$ cat src/rtl/count_ctrl.sv
// Programmable interval timer: run-control FSM around a WIDTH-bit down-counter
// with one-shot/auto-reload, pause/resume, abort and a clock prescaler.
module count_ctrl #(
    parameter int WIDTH    = 4,
    parameter int PRESCALE = 1
) (
    input  logic             clk,
    input  logic             rst_n,
    input  logic             start,
    input  logic             stop,
    input  logic             pause,
    input  logic             mode_reload,
    input  logic [WIDTH-1:0] load_val,
    output logic [WIDTH-1:0] count,
    output logic             busy,
    output logic             paused,
    output logic             done,
    output logic             expire
);

    localparam int PW = (PRESCALE > 1) ? $clog2(PRESCALE) : 1;

    typedef enum logic [1:0] {IDLE, RUN, HOLD, DONE} state_e;

    state_e           state_q, state_d;
    logic [WIDTH-1:0] count_q, count_d;
    logic [WIDTH-1:0] reload_q, reload_d;
    logic             mode_q, mode_d;
    logic [PW-1:0]    pre_q, pre_d;
    logic             expire_q, expire_d;
    logic             busy_q, paused_q, done_q;
    logic             tick;
    logic             expiring;

    assign tick     = (pre_q == PW'(PRESCALE - 1));
    assign expiring = tick && (count_q == WIDTH'(1));

    // NOTE: every always_comb target gets a default first so no path leaves it unassigned (no latch).
    always_comb begin
        state_d  = state_q;
        count_d  = count_q;
        reload_d = reload_q;
        mode_d   = mode_q;
        pre_d    = pre_q;
        expire_d = 1'b0;

        if (stop) begin
            state_d = IDLE;
            count_d = '0;
            pre_d   = '0;
        end else begin
            case (state_q)
                IDLE, DONE: begin
                    if (start && load_val != '0) begin
                        state_d  = RUN;
                        count_d  = load_val;
                        reload_d = load_val;
                        mode_d   = mode_reload;
                        pre_d    = '0;
                    end
                end
                RUN, HOLD: begin
                    // An expiring tick in RUN beats pause; otherwise pause freezes everything.
                    if (pause && !(state_q == RUN && expiring)) begin
                        state_d = HOLD;
                    end else begin
                        pre_d   = tick ? '0 : pre_q + PW'(1);
                        state_d = pause ? HOLD : RUN;
                        if (tick) begin
                            if (expiring) begin
                                expire_d = 1'b1;
                                if (mode_q) begin
                                    count_d = reload_q;
                                end else begin
                                    count_d = '0;
                                    state_d = DONE;
                                end
                            end else begin
                                count_d = count_q - WIDTH'(1);
                            end
                        end
                    end
                end
                default: state_d = IDLE;
            endcase
        end
    end

    // NOTE: sequential state uses non-blocking assignments so all registers update together.
    always_ff @(posedge clk or negedge rst_n) begin
        if (!rst_n) begin
            state_q  <= IDLE;
            count_q  <= '0;
            reload_q <= '0;
            mode_q   <= 1'b0;
            pre_q    <= '0;
            expire_q <= 1'b0;
            busy_q   <= 1'b0;
            paused_q <= 1'b0;
            done_q   <= 1'b0;
        end else begin
            state_q  <= state_d;
            count_q  <= count_d;
            reload_q <= reload_d;
            mode_q   <= mode_d;
            pre_q    <= pre_d;
            expire_q <= expire_d;
            busy_q   <= (state_d == RUN) || (state_d == HOLD);
            paused_q <= (state_d == HOLD);
            done_q   <= (state_d == DONE);
        end
    end

    assign count  = count_q;
    assign busy   = busy_q;
    assign paused = paused_q;
    assign done   = done_q;
    assign expire = expire_q;

endmodule

$ cat config.mk
export PLATFORM = sky130hd
export DESIGN_NAME = count_ctrl
export DESIGN_NICKNAME = d
export VERILOG_FILES = /design/src/rtl/count_ctrl.sv
export SDC_FILE = /design/constraint.sdc
export NUM_CORES = 1
export LEC_CHECK = 0
export BUFFER_PORTS_ARGS = -buffer_cell sky130_fd_sc_hd__buf_2
export CAP_MARGIN = 30
export CORE_UTILIZATION = 31
export DETAILED_ROUTE_END_ITERATION = 12
export PLACE_DENSITY = 0.58
export SLEW_MARGIN = 40
export SYNTH_ARGS = -nofsm -noshare
export SYNTH_HDL_FRONTEND = slang
export SYNTH_SLANG_ARGS = --single-unit
$ cat constraint.sdc
create_clock -name clk -period 2.55 [get_ports clk]
set_input_delay 0.255 -clock clk [delete_from_list [all_inputs] [get_ports clk]]
set_output_delay 0.255 -clock clk [all_outputs]
set_load 0.01 [all_outputs]
# Word-level counts from Yosys, hierarchy flattened
# Cells that the tools add are included.
# W data, S select, Z words.
[classes]
n_bitwise = 2
eq_ne = 10
n_mux = 25
n_reduce_logical = 13
n_addsub = 2
[op_table]
columns = ["operator", "count"]
rows = [
  ["$mux W4", 6],
  ["$mux W2", 7],
  ["$mux W1", 9],
  ["$ne A3 B3 Y1 const B", 3],
  ["$eq A2 B2 Y1 const B", 4],
  ["$pmux W4 S2", 1],
  ["$reduce_and A3 Y1", 2],
  ["$eq A2 B1 Y1 const B", 2],
  ["$eq A4 B1 Y1 const B", 1],
  ["$logic_and A1 B1 Y1", 4],
  ["$pmux W2 S2", 1],
  ["$reduce_bool A4 Y1", 1],
  ["$reduce_or A2 Y1", 2],
  ["$sub A4 B1 Y4 const B", 1],
  ["$logic_not A2 Y1", 1],
  ["$not A1 Y1", 2],
  ["$pmux W1 S2", 1],
  ["$reduce_and A2 Y1", 1],
  ["$add A1 B1 Y1 const B", 1],
  ["$logic_not A1 Y1", 1],
  ["$logic_or A1 B1 Y1", 1],
]
[totals]
inputBits = 10
output_inout_bits = 8
register_bits = 16
elab_cells = 61

# Logic depth before layout (Yosys ltp)
[logic_depth]
depth_word = 10
mapped_depth = 9
mapped_depth_nobuf = 8

# Worst setup path after synthesis
# Ideal clock, no wire load.
[synth_timing]
kind = "register to register"
startpoint = "reg count_q[1] (netlist: count[1])"
endpoint = "reg busy_q (netlist: busy)"
arrival_time_ps = 2167
path_slack_ps = 270
synth_period_minus_slack_ps = 2280
path_stages_with_launch = 9
path_buffers = 1
t_required_ps = 2437
setup_ps = 113
path_cell_list = "dfrtp_1 -> inv_1 -> ha_1 -> or3b_1 -> buf_2 -> o311a_1 -> or3_4 -> ha_1 -> inv_1"
[synth_via]
elab_chain_cells = 10
word_cells_on_any_way = 13
classes_between = "eq/ne: 3; mux: 5; reduce/logical: 5"
[synth_lines]
columns = ["element", "line", "source"]
rows = [
  ["from (decl)", "26", "logic [WIDTH-1:0] count_q, count_d;"],
  ["from (signal assigned)", "103", "count_q <= count_d;"],
  ["$eq A4 B1 Y1 (*)", "36", "assign expiring = tick && (count_q == WIDTH'(1));"],
  ["$logic_and A1 B1 Y1 (*)", "36", ""],
  ["$logic_and A1 B1 Y1", "64", "if (pause && !(state_q == RUN && expiring)) begin"],
  ["$logic_not A1 Y1", "64", ""],
  ["$logic_and A1 B1 Y1", "64", ""],
  ["$mux W2 (*)", "64", ""],
  ["$pmux W2 S2 (*)", "52", "case (state_q)"],
  ["$mux W2 (*)", "47", "if (stop) begin"],
  ["$eq A2 B1 Y1 / $eq A2 B2 Y1 (equally long branches)", "108", "busy_q <= (state_d == RUN) || (state_d == HOLD);"],
  ["$logic_or A1 B1 Y1 (*)", "108", ""],
  ["to (signal assigned)", "108", ""],
  ["to (decl)", "31", "logic busy_q, paused_q, done_q;"],
]
# Mark *: on every way between the ends. The rest lies on a longest branch, timed or not.
# A chain may end at the register's enable or synchronous reset.

# Final worst setup path
# Ends and elaborated chain as after synthesis.

==> flow_summary.yaml <==
logic_synthesis:
  yosysUniqueCellTypes: 31
  synth_area_per_cell_sq_um: 10.6
  synthSimpleGateAreaFrac_pct: 14.1
  synth_top_family_by_area: "compound AO/OA/AOI/OAI gates"
  synthMuxAreaShare_pct: 11.5
  yosys.area_share.adder_pct: 7.50
  synth_fp_nets: 94
  ys_warn_count: 0
  yosysSeqAreaShare_pct: 45.0
  synth-xor-area-share_pct: 0
  synth_seq_cells: 15
  synth-compound-area-share_pct: 16.8
  synth_area_sq_um: 835
  syn_inst: 79
routing:
  routedWlPerCell_um: 14.0
  viasPerCell: 5.11
  ant_nets: 0
  wirelength_mm: 1.82
  remaining_drc_errors: 0
  firstDrtPassIters: 4
  first_iter_violations: 15
  vias: 664
worst_setup_path:
  end_kind: "flop"
  rrSetupSlack_ns: 0.29
  crit_fanout: 6
  startpoint_type: "flop"
  reg2reg_from: "count[1]"
  crit_arrival_ns: 2.45
  cp.required_ns: 2.74
  worstReg2RegEnd: "busy"
  reg2reg_depth: 7
  worstSetupPathType: "reg2reg"
die:
  fp.dieW_um: 53.9
  rows: 18
  design.die.area_sq_um: 2900
  start_util_pct: 33.4
  core_area_sq_um: 2500
  die-height_um: 53.9
  io_pins: 18
clocking:
  cts_tree: "yes"
  cts_sinks: 15
  clk_pin_slew_ns: 0.10
  ctsResizeCount: 0
  holdBufCountCts: 1
  worstSkewPairLatency_ns: 0.29
  h-tree-depth: 1
  cts_buffer_depth: 2
  post_cts_buffers: 0
  cts_root_buf: "clkbuf_4"
  cts_buffers: 3
cells_and_area:
  drive_gt1_share_pct: 29.0
  syn_to_final_growth_pct: 18.9
  n_antenna_cell: 0
  nets: 116
  fin_area_sq_um: 992
place:
  place_area_sq_um: 956
  preCtsSetupSlack_ns: 0.325
  dp_hpwl_mm: 1.37
  io_buffer_count: 17
  routabilityCongestion: 0.744
global_route:
  grt_pass1_wl_mm: 3.03
  grt.total_usage_pct: 15.1
  antenna_found_initial: 0
  grt_pass1_vias: 682
  grt_max_degree: 16
  overflow: 0
min_path:
  min_from: "mode_reload"
  hold_end: "mode_q"
  min_path_cells: 2
  min_path_type: "in2reg"
power_and_ir_drop:
  powerDensity_nw_per_um2: 1200
  p_leak_uw: 0.000479
  ir_drop_mv: 0.492
sta:
  fin_ws_ns: 0.292
  fin_setup_tns_ns: 0
  maxSlewHeadroom_pct: 65.1
  drv_slew: 0
  fmax_mhz: 443
  finalHoldViolCount: 0
  finalCritPeriodShare_pct: 88.5
  finClkSkew_ns: 0.00552
  setup_violations: 0
  grt_setup_unrepaired: "no"
  period_minus_slack_ns: 2.26
  worst_pin_slew_ns: 0.518
run:
  cap_violations: 0
status:
  status: "finished, final reports clean"
## final cells by class
type | instances | area [sq um]
fill | 248 | 1510
multi-input combinational | 53 | 417
sequential | 15 | 375
timing repair buffer | 19 | 103
tap | 30 | 37.5
inverter | 9 | 33.8
clock buffer | 4 | 26.3
## kinds of logic after synthesis
group	Yosys count
multiplexers	9
buffers and inverters	11
adder cells (fa/ha/maj)	5
AND/OR/NAND/NOR	20
AO/OA/AOI/OAI	19
flip-flops	15
## how the worst max path moves through the flow
stage / slack (ns) / from / depth (start not counted) / end
after floorplan: 0.27 / count[1] / 8 / busy
after global routing: 0.21 / count[1] / 7 / busy
after CTS: 0.29 / count[1] / 7 / busy
after global placement: 0.36 / count[1] / 7 / busy
after detailed placement: 0.32 / count[1] / 7 / busy
final: 0.29 / count[1] / 7 / busy
## critical path, stage by stage (launching register included)
cell     delay [ns]
dfrtp_1        0.43
inv_1          0.10
ha_1           0.25
or3b_1         0.39
o311a_1        0.30
or3_4          0.37
ha_1           0.28
inv_1          0.04
## stage by stage
step	hold WS [ns]	instances	util, %	total power [uW]
3_5_place_dp	0.182	125	38.2	1050
3_3_place_gp	0.178	125	38.2	1050
4_1_cts	0.180	130	39.7	1200
2_1_floorplan	-0.0406	79	-	872
6_report	0.176	130	39.7	1190
5_1_grt	0.188	130	39.7	1300
## registers in the layout, summed over array words and instances (netlist names)
signal / count
paused: 1
count: 4
done: 1
state_q: 2
mode_q: 1
expire: 1
reload_q: 4
busy: 1
## cell usage after synthesis, drive strengths merged
cell type  number  area, sq um
ha              5         62.6
a311oi          1         8.76
a21oi           3         15.0
a221o           1         10.0
a2111oi         1         8.76
nand3           1         5.00
mux2i           4         40.0
o311a           1         10.0
inv             9         33.8
dfrtp          15          375
o21ai           6         30.0
or3             1         11.3
nor2b           1         6.26
nand4b          1         8.76
o31ai           3         22.5
or3b            1         8.76
o41ai           1         16.3
clkbuf          1         3.75
nor3            4         25.0
nor3b           1         7.51
nand2           7         26.3
buf             1         5.00
nand4bb         1         11.3
mux2            5         56.3
a32o            1         10.0
a221oi          1         8.76
nor2            2         7.51
## placed cells by master, fill, tap and decap left out, types with 2 or more instances in the layout
cell type   n
nor2_1      2
nand2_1     7
o21ai_1     3
mux2_1      2
ha_1        5
mux2_2      3
nor3_1      3
inv_1       7
clkbuf_4    3
dfrtp_1    15
mux2i_1     4
o21ai_0     3
o31ai_1     3
inv_2       2
a21oi_1     3
buf_2      17
## routing by layer
| layer | share of wire (%) | GRT usage [%] |
|---|---|---|
| met5 | 0 | 0 |
| met3 | 4.6 | 1.98 |
| met4 | 1.8 | 7.89 |
| met1 | 45 | 18.7 |
| met2 | 49 | 25.1 |
## power breakdown
group	total [uW]	switching (uW)	internal (uW)
logic	604	322	282
registers	443	100	343
clock network	143	82.4	60.8
total	1190	504	685
No activity file was read; power rests on OpenSTA's default activity.
